### src/rtl/ifu_axi_fetch_master_pkg.sv
// IFU fetch master shared types and constants.
// Fetch FSM states and instruction-width constants.
package ifu_pkg;

    typedef enum logic [1:0] {
        IDLE,
        REQ,
        DROP,
        OUT
    } ifu_fetch_state_t;

    localparam int INST_WIDTH = 32;
    localparam logic [31:0] INST_NOP = 32'h0000_0013;

endpackage

### src/rtl/ifu_axi_fetch_master_if.sv
// AXI-lite style instruction-fetch bus.
// Read channels carry the fetch; write channels exist for compatibility.
interface ifu_axi_fetch_master_if #(
    parameter int ADDR_WIDTH = 64,
    parameter int DATA_WIDTH = 64
);

    logic [ADDR_WIDTH-1:0]   AR_ADDR;
    logic                    AR_VALID;
    logic                    AR_READY;
    logic [DATA_WIDTH-1:0]   R_DATA;
    logic                    R_VALID;
    logic                    R_READY;
    logic [ADDR_WIDTH-1:0]   AW_ADDR;
    logic                    AW_VALID;
    logic [DATA_WIDTH-1:0]   W_DATA;
    logic [DATA_WIDTH/8-1:0] W_STRB;
    logic                    W_VALID;
    logic                    B_READY;

    modport master (
        output AR_ADDR, AR_VALID,
        input  AR_READY,
        input  R_DATA, R_VALID,
        output R_READY,
        output AW_ADDR, AW_VALID,
        output W_DATA, W_STRB, W_VALID,
        output B_READY
    );

    modport slave (
        input  AR_ADDR, AR_VALID,
        output AR_READY,
        output R_DATA, R_VALID,
        input  R_READY,
        input  AW_ADDR, AW_VALID,
        input  W_DATA, W_STRB, W_VALID,
        input  B_READY
    );

endinterface

### src/rtl/ifu_axi_fetch_master_timer.sv
// Saturating wait-cycle counter for the fetch master.
// expired is high on the cycle the count reaches TIMEOUT and while saturated.
module ifu_fetch_timer #(
    parameter int TIMEOUT = 255,
    localparam int CW = $clog2(TIMEOUT + 1)
) (
    input  logic CLK,
    input  logic clear,
    input  logic enable,
    output logic expired
);

    logic [CW-1:0] count;

    // count enabled cycles, hold at TIMEOUT instead of wrapping
    always_ff @(posedge CLK) begin
        if (clear) begin
            count <= '0;
        end else if (enable && (count != CW'(TIMEOUT))) begin
            count <= count + 1'b1;
        end
    end

    assign expired = (count == CW'(TIMEOUT)) ||
                     (enable && (count == CW'(TIMEOUT - 1)));

endmodule

### src/rtl/ifu_axi_fetch_master.sv
// IFU instruction-fetch read master: one fetch in flight,
// with redirect flush, misaligned-PC fault and bus timeout.
module ifu_axi_fetch_master
    import ifu_pkg::*;
#(
    parameter int ADDR_WIDTH = 64,
    parameter int DATA_WIDTH = 64,
    parameter int TIMEOUT    = 255
) (
    input  logic                  CLK,
    input  logic                  RESET,
    input  logic [ADDR_WIDTH-1:0] PC,
    input  logic                  PC_VALID,
    output logic                  PC_READY,
    input  logic                  FLUSH,
    output logic [INST_WIDTH-1:0] INST,
    output logic [ADDR_WIDTH-1:0] INST_PC,
    output logic                  INST_FAULT,
    output logic                  INST_VALID,
    input  logic                  INST_READY,
    ifu_axi_fetch_master_if.master bus
);

    ifu_fetch_state_t      state_q;
    logic [ADDR_WIDTH-1:0] pc_q;
    logic [INST_WIDTH-1:0] inst_q;
    logic                  fault_q;
    logic                  inst_valid_q;
    logic                  ar_valid_q;
    logic                  r_ready_q;

    logic                  pc_accept;
    logic                  r_hs;
    logic                  expired;
    logic [INST_WIDTH-1:0] inst_sel;

    assign PC_READY  = (state_q == IDLE) && !RESET;
    assign pc_accept = PC_VALID && PC_READY;
    assign r_hs      = bus.R_VALID && r_ready_q;
    assign inst_sel  = pc_q[2] ? bus.R_DATA[2*INST_WIDTH-1:INST_WIDTH]
                               : bus.R_DATA[INST_WIDTH-1:0];

    ifu_fetch_timer #(
        .TIMEOUT (TIMEOUT)
    ) u_timer (
        .CLK     (CLK),
        .clear   (RESET || pc_accept),
        .enable  ((state_q == REQ) || (state_q == DROP)),
        .expired (expired)
    );

    // fetch FSM with registered bus and IDU outputs
    always_ff @(posedge CLK) begin
        if (RESET) begin
            state_q      <= IDLE;
            pc_q         <= '0;
            inst_q       <= '0;
            fault_q      <= 1'b0;
            inst_valid_q <= 1'b0;
            ar_valid_q   <= 1'b0;
            r_ready_q    <= 1'b0;
        end else begin
            case (state_q)
                IDLE: begin
                    if (pc_accept) begin
                        pc_q <= PC;
                        if (PC[1:0] != 2'b00) begin
                            state_q      <= OUT;
                            inst_q       <= '0;
                            fault_q      <= 1'b1;
                            inst_valid_q <= 1'b1;
                        end else begin
                            state_q    <= REQ;
                            ar_valid_q <= 1'b1;
                            r_ready_q  <= 1'b1;
                        end
                    end
                end
                REQ: begin
                    if (FLUSH) begin
                        if (r_hs) begin
                            state_q    <= IDLE;
                            ar_valid_q <= 1'b0;
                            r_ready_q  <= 1'b0;
                        end else begin
                            state_q <= DROP;
                        end
                    end else if (r_hs) begin
                        state_q      <= OUT;
                        inst_q       <= inst_sel;
                        fault_q      <= 1'b0;
                        inst_valid_q <= 1'b1;
                        ar_valid_q   <= 1'b0;
                        r_ready_q    <= 1'b0;
                    end else if (expired) begin
                        state_q      <= OUT;
                        inst_q       <= '0;
                        fault_q      <= 1'b1;
                        inst_valid_q <= 1'b1;
                        ar_valid_q   <= 1'b0;
                        r_ready_q    <= 1'b0;
                    end
                end
                DROP: begin
                    if (r_hs || expired) begin
                        state_q    <= IDLE;
                        ar_valid_q <= 1'b0;
                        r_ready_q  <= 1'b0;
                    end
                end
                OUT: begin
                    if (FLUSH || INST_READY) begin
                        state_q      <= IDLE;
                        inst_valid_q <= 1'b0;
                        fault_q      <= 1'b0;
                    end
                end
                default: begin
                    state_q <= IDLE;
                end
            endcase
        end
    end

    assign INST       = inst_q;
    assign INST_PC    = pc_q;
    assign INST_FAULT = fault_q;
    assign INST_VALID = inst_valid_q;

    assign bus.AR_ADDR  = {pc_q[ADDR_WIDTH-1:3], 3'b000};
    assign bus.AR_VALID = ar_valid_q;
    assign bus.R_READY  = r_ready_q;
    assign bus.AW_ADDR  = '0;
    assign bus.AW_VALID = 1'b0;
    assign bus.W_DATA   = '0;
    assign bus.W_STRB   = '0;
    assign bus.W_VALID  = 1'b0;
    assign bus.B_READY  = 1'b0;

endmodule

### src/flat_wrapper.sv
// flat-port wrapper written by rule: the top's interface ports become plain ports
module ifu_axi_fetch_master_flat import ifu_pkg::*;
#(
    parameter int ADDR_WIDTH = 64,
    parameter int DATA_WIDTH = 64,
    parameter int TIMEOUT    = 255
)
  (CLK, RESET, PC, PC_VALID, PC_READY, FLUSH, INST, INST_PC, INST_FAULT, INST_VALID, INST_READY, bus_AR_ADDR, bus_AR_VALID, bus_AR_READY, bus_R_DATA, bus_R_VALID, bus_R_READY, bus_AW_ADDR, bus_AW_VALID, bus_W_DATA, bus_W_STRB, bus_W_VALID, bus_B_READY);
  ifu_axi_fetch_master_if #(.ADDR_WIDTH(ADDR_WIDTH), .DATA_WIDTH(DATA_WIDTH)) bus_i ();
  input  logic CLK;
  input  logic RESET;
  input  logic [ADDR_WIDTH-1:0] PC;
  input  logic PC_VALID;
  output logic PC_READY;
  input  logic FLUSH;
  output logic [INST_WIDTH-1:0] INST;
  output logic [ADDR_WIDTH-1:0] INST_PC;
  output logic INST_FAULT;
  output logic INST_VALID;
  input  logic INST_READY;
  output wire logic [$bits(bus_i.AR_ADDR)-1:0] bus_AR_ADDR;
  output wire logic [$bits(bus_i.AR_VALID)-1:0] bus_AR_VALID;
  input wire logic [$bits(bus_i.AR_READY)-1:0] bus_AR_READY;
  input wire logic [$bits(bus_i.R_DATA)-1:0] bus_R_DATA;
  input wire logic [$bits(bus_i.R_VALID)-1:0] bus_R_VALID;
  output wire logic [$bits(bus_i.R_READY)-1:0] bus_R_READY;
  output wire logic [$bits(bus_i.AW_ADDR)-1:0] bus_AW_ADDR;
  output wire logic [$bits(bus_i.AW_VALID)-1:0] bus_AW_VALID;
  output wire logic [$bits(bus_i.W_DATA)-1:0] bus_W_DATA;
  output wire logic [$bits(bus_i.W_STRB)-1:0] bus_W_STRB;
  output wire logic [$bits(bus_i.W_VALID)-1:0] bus_W_VALID;
  output wire logic [$bits(bus_i.B_READY)-1:0] bus_B_READY;
  assign bus_AR_ADDR = bus_i.AR_ADDR;
  assign bus_AR_VALID = bus_i.AR_VALID;
  assign bus_i.AR_READY = bus_AR_READY;
  assign bus_i.R_DATA = bus_R_DATA;
  assign bus_i.R_VALID = bus_R_VALID;
  assign bus_R_READY = bus_i.R_READY;
  assign bus_AW_ADDR = bus_i.AW_ADDR;
  assign bus_AW_VALID = bus_i.AW_VALID;
  assign bus_W_DATA = bus_i.W_DATA;
  assign bus_W_STRB = bus_i.W_STRB;
  assign bus_W_VALID = bus_i.W_VALID;
  assign bus_B_READY = bus_i.B_READY;
  ifu_axi_fetch_master #(.ADDR_WIDTH(ADDR_WIDTH), .DATA_WIDTH(DATA_WIDTH), .TIMEOUT(TIMEOUT)) u_core (.CLK(CLK), .RESET(RESET), .PC(PC), .PC_VALID(PC_VALID), .PC_READY(PC_READY), .FLUSH(FLUSH), .INST(INST), .INST_PC(INST_PC), .INST_FAULT(INST_FAULT), .INST_VALID(INST_VALID), .INST_READY(INST_READY), .bus(bus_i));
endmodule
### config.mk
export PLATFORM = sky130hd
export DESIGN_NAME = ifu_axi_fetch_master_flat
export DESIGN_NICKNAME = d
export VERILOG_FILES = /design/src/rtl/ifu_axi_fetch_master_pkg.sv /design/src/rtl/ifu_axi_fetch_master_if.sv /design/src/rtl/ifu_axi_fetch_master_timer.sv /design/src/rtl/ifu_axi_fetch_master.sv /design/src/flat_wrapper.sv
export SDC_FILE = /design/constraint.sdc
export NUM_CORES = 1
export LEC_CHECK = 0
export CORE_AREA = 2 2 171 173
export CTS_CLUSTER_DIAMETER = 120
export DETAILED_ROUTE_END_ITERATION = 8
export DIE_AREA = 0 0 173 175
export SLEW_MARGIN = 20
export SYNTH_ARGS = -nofsm -noshare
export SYNTH_HDL_FRONTEND = slang
export SYNTH_HIERARCHICAL = 1
export SYNTH_SLANG_ARGS = --single-unit
### constraint.sdc
create_clock -name CLK -period 3.5 [get_ports CLK]
set_input_delay 0.35 -clock CLK [delete_from_list [all_inputs] [get_ports CLK]]
set_output_delay 0.35 -clock CLK [all_outputs]
set_load 0.05 [all_outputs]
# Yosys cells after proc, flatten, opt, wreduce, memory -nomap -nowiden
# Index checks and enable logic that the tools add are counted.
totals:
  ram_bits: 0
  mem_count: 0
  wordCells: 78
  mem_bits_ro: 0
  latchBits: 0
  regBits: 109
op_classes:
  div_mod_pow: 0
  multipliers: 0
  n_lt_le_gt_ge: 0
  add_sub_neg: 1
  n_shift: 0
  eq_ne: 15
  reduce_logical: 21
  bitwise: 0
  mux: 34
op_table:
  columns: ["cell", "n"]
  rows:
  - ["2-to-1 mux 32 bit", 6]
  - ["case mux 32 bit (2 select lines)", 1]
  - ["equality test 8 bit, second input constant", 2]
  - ["2-to-1 mux 2 bit", 8]
  - ["2-to-1 mux 1 bit", 15]
  - ["AND reduction 6 bit", 2]
  - ["case mux 1 bit (3 select lines)", 3]
  - ["adder 8 x 1 -> 8 bit, second input constant", 1]
  - ["inequality test 2 bit, second input constant", 4]
  - ["inequality test 8 bit, second input constant", 1]
  - ["case mux 2 bit (4 select lines)", 1]
  - ["nonzero test 3 bit", 2]
  - ["logical AND 1 bit", 5]
  - ["logical OR 1 bit", 5]
  - ["AND reduction 5 bit", 1]
  - ["equality test 2 bit, second input constant", 2]
  - ["inequality test 2 x 1 -> 1 bit, second input constant", 2]
  - ["inequality test 4 x 2 -> 1 bit, second input constant", 1]
  - ["AND reduction 4 bit", 1]
  - ["nonzero test 2 bit", 2]
  - ["inequality test 3 x 1 -> 1 bit, second input constant", 1]
  - ["inequality test 3 x 2 -> 1 bit, second input constant", 1]
  - ["equality test 2 x 1 -> 1 bit, second input constant", 1]
  - ["logical NOT 2 bit", 1]
  - ["other kinds (2)", 2]

# Longest topological paths before layout
logic_depth:
  ltp_word: 8
  ltp_mapped: 9
  ltp_nobuf: 8

# By module
# Netlist, hierarchy kept.
modules_own_cells:
  columns: ["mod", "cells_each", "instances", "area_each_um2"]
  rows:
  - ["ifu_axi_fetch_master", 714, 1, 5952.0]
  - ["ifu_fetch_timer", 49, 1, 449.2]

# Worst setup path after synthesis
# Ideal clock, no wire load.
synth_timing:
  path_kind: "register -> register"
  startpoint: "register u_core.state_q[0]"
  endpoint: "register u_core.inst_q[10], in the netlist u_core/INST[10]"
  path_buffers: 1
  required_ps: 3379
  synth_period_minus_slack_ps: 2143
  t_arrival_ps: 2021
  stages_incl_launch_ff: 10
  setup_ps: 121
  path_slack_ps: 1357
  cell_sequence: "dfxtp_1 -> inv_1 -> ha_1 -> a21oi_1 -> nor2_1 -> a21oi_1 -> a22oi_2 -> o211ai_4 -> buf_6 -> mux2_4"
synth_via:
  elab_chain_len: 6
  elab_cells_between_ends: 15
  cone_classes: "eq/ne (6); mux (1); reduce/logical (8)"
synth_lines:
  columns: ["item", "line_no", "text"]
  rows:
  - ["start: declaration", "ifu_axi_fetch_master.sv:24", "ifu_fetch_state_t state_q;"]
  - ["start signal: assignment", "ifu_axi_fetch_master.sv:55", "state_q <= IDLE;"]
  - ["start signal: assignment", "ifu_axi_fetch_master.sv:68", "state_q <= OUT;"]
  - ["start signal: assignment", "ifu_axi_fetch_master.sv:73", "state_q <= REQ;"]
  - ["equality test 2 x 1 -> 1 bit / equality test 2 bit (equally long branches)", "ifu_axi_fetch_master.sv:48", ".enable ((state_q == REQ) || (state_q == DROP)),"]
  - ["logical OR 1 bit (*)", "ifu_axi_fetch_master.sv:48", null]
  - ["logical AND 1 bit (*)", "ifu_axi_fetch_master_timer.sv:25", "(enable && (count == CW'(TIMEOUT - 1)));"]
  - ["logical OR 1 bit (*)", "ifu_axi_fetch_master_timer.sv:24", "assign expired = (count == CW'(TIMEOUT)) ||"]
  - ["via u_core.expired", "ifu_axi_fetch_master.sv:34", "logic expired;"]
  - ["inequality test 3 x 1 -> 1 bit (no line) (*)", null, null]
  - ["AND reduction 5 bit (no line) (*)", null, null]
  - ["end signal: assignment", "ifu_axi_fetch_master.sv:90", "inst_q <= inst_sel;"]
  - ["end: declaration", "ifu_axi_fetch_master.sv:26", "logic [INST_WIDTH-1:0] inst_q;"]
# Mark *: on every way through the listed nets, which the timed path passes. The rest lies on a longest branch.
# A chain may end at the register's enable or synchronous reset.

# Final worst setup path
layout_timing:
  startpoint: "register u_core.state_q[1]"
  endpoint: "output PC_READY"
layout_via:
  elab_chain_len: 2
layout_lines:
  columns: ["item", "line_no", "text"]
  rows:
  - ["logical NOT 2 bit", "ifu_axi_fetch_master.sv:37", "assign PC_READY = (state_q == IDLE) && !RESET;"]
  - ["logical AND 1 bit", "ifu_axi_fetch_master.sv:37", null]
  - ["end: declaration", "flat_wrapper.sv:14", "output logic PC_READY;"]
# No other way between the ends.

==> reports/metrics.yaml <==
yosysMostFrequentCell: "buf_4"
worst_skew_pair.late_latency_ps: 350
worstPathArrival_ps: 2380
die_height_um: 175
min_path_type: "reg2reg"
design.core.area_sq_um: 28390
finalInstanceArea_sq_um: 9020
path_clk_slew_ps: 80
fmax_mhz: 365.9
grt_start_max_net_pins: 65
critical_path_class: "reg2out"
whs_ps: 470.8
grt_setup_unrepaired: "false"
synth_common_cells: "buf_4 (205), nand2_1 (133), dfxtp_1 (109)"
drc_errors: 0
die_w_um: 173
gp_congestion: 0.7776
grt_overflow: 0
finalCritPeriodShare_pct: 78.09
fin_crit_ps: 2733
wl_mm: 17.54
synthCells: 763
power_density_nw_per_um2: 633.4
vdd_ir_drop_max_v: 0.0003401
diodes: 0
nFillCells: 2992
drv_slew: 0
setup_tns_ps: 0
viasPerCell: 3.819
cp_slowest_stage_delay_ps: 880
netlist.area_leader.share_pct: 34.09
crit_top_cell: "inv_1"
cts.sinks: 109
start_util_pct: 22.55
slew_headroom_pct: 50.89
async_flop_share_pct: 0
avgRoutedWirePerCell_um: 12.85
syn-cell-area_sq_um: 6401
synth_top_cell_by_area: "dfxtp_1"
nets: 1121
dr.first_iter.drc_count: 134
skew_ps: 12.36
dieArea_sq_um: 30280
synth_seq_area_share_pct: 34.09
critPathMaxFanout: 6
drive_gt1_share_pct: 6.932
ant_nets: 0
cp_slowest_cell: "clkdlybuf4s50_1"
regArea_sq_um: 2183
postCtsHoldBufs: 0
synthTopCellsByArea: "dfxtp_1 (34%), buf_4 (24%), nand2_1 (7.8%)"
synth-seq-cells: 109
dr.pass1.iters: 6
grt_usage_pct: 10.88
hold_viol: 0
num_rows: 62
required_ps: 3150
synthDistinctLibCells: 44
cts_tree: "done"
avgSynthCellArea_sq_um: 8.389
syn_to_final_growth_pct: 40.91
place_area_sq_um: 8736
setup_viol: 0
cts_setup_buffers: 0
clockBufferDepth: 2
htree_levels: 3
cts_buffers: 9
antenna_found_initial: 0
ioPinCount: 439
tightest_slew_ps: 734.3
ctsResizeCount: 0
multi_input_area_sq_um: 3022
num_vias: 5213
yosysWarningCount: 6
maxCapViolations: 0
synth_edf_count: 0
grt_first_pass_wirelength_mm: 26.08
status: "finished, final reports clean"
leakagePower_nw: 3.850
io_buffers: 295
grt_pass1_vias: 4654
critPathCaptureType: "output pin"
dp_hpwl_mm: 13.41
root_buffer: "clkbuf_16"
cp-start-kind: "flip-flop"
cp_cell_sequence: "inv_1 > ha_1 > inv_1 > nor2_1 > clkdlybuf4s50_1"
ys.flop_type: "dfxtp_1"
## final cells by class
type	count	area share (%)
clock buffers	10	2.649
clock inverters	5	0.4994
inverters	8	0.3329
multi-input cells	547	33.50
flip-flops and latches	109	24.21
well taps	384	5.327
repair buffers	302	33.49
## flip-flops by register name (all words and copies together) (netlist names)
| signal | cells |
|---|---|
| u_core/INST_FAULT | 1 |
| u_core/INST_PC | 64 |
| u_core/u_timer/count | 8 |
| u_core/bus.R_READY | 1 |
| u_core/INST_VALID | 1 |
| u_core/state_q | 2 |
| u_core/INST | 32 |
## stage by stage
stage	utilization (%)	cells	worst slack, ps	total power [mW]
4_1_cts	31.77	1365	730.1	5.819
2_1_floorplan	-	904	1357	4.086
3_5_place_dp	30.77	1350	918.3	4.750
5_1_grt	31.77	1365	611.0	6.016
6_report	31.77	1365	767.0	5.713
3_3_place_gp	30.67	1349	879.0	4.680
## cell usage in the layout, fill, tap and decap left out, types with 3 or more instances in the layout
cell and instances:
a21oi_1 10, a311oi_1 6, a31oi_1 3, and2b_1 9, and3_1 5, buf_4 6
clkbuf_16 9, clkdlybuf4s50_1 294, conb_1 142, dfxtp_1 108, ha_1 9, inv_1 7
mux2_2 30, mux2_4 4, mux2i_1 32, nand2_1 133, nand3_1 57, nand3b_1 9
nor2_1 43, nor2b_1 27
## metal layers
layer / global-route usage [%] / wire, um
met5: 0 / 0
met4: 2.754 / 157
met3: 3.307 / 1411
met2: 18.87 / 8527
met1: 13.10 / 7447
## worst paths after layout
kind                                                       from                               to  slack (ps)  cells after the start
worst min register to register  u_core/INST_PC[19]$_SDFFE_PP0P_  u_core/INST_PC[19]$_SDFFE_PP0P_         470                      2
worst min-delay path            u_core/INST_PC[19]$_SDFFE_PP0P_  u_core/INST_PC[19]$_SDFFE_PP0P_         470                      2
worst max-delay path             u_core/state_q[1]$_SDFFE_PP0P_                         PC_READY         770                      5
worst max register to register   u_core/state_q[0]$_SDFFE_PP0P_      u_core/INST[6]$_SDFFE_PP0P_         920                      9
## report_power, final
part           internal, mW  total, mW  switching (mW)
logic                  1.01       3.12            2.11
clock network         0.511       1.02           0.509
registers              1.42       1.58           0.155
## cell families (layout without fill, tap and decap cells)
family,Yosys count,in the layout,share of synthesized area [%]
and+or+nand+nor,296,296,21.52
DFF,109,109,34.09
muxes,67,67,11.40
adders and majority gates,9,9,1.759
other,1,142,0.05858
AOI/OAI and AO/OA,33,33,4.007
buffers and inverters,248,325,27.17
## critical path, delay by kind of cell, from the launching register on
family	cells	cell delay (ps)
DFF	1	360
buffers and inverters	3	1160
adders and majority gates	1	370
and+or+nand+nor	1	130
(Power assumes the default switching activity.)
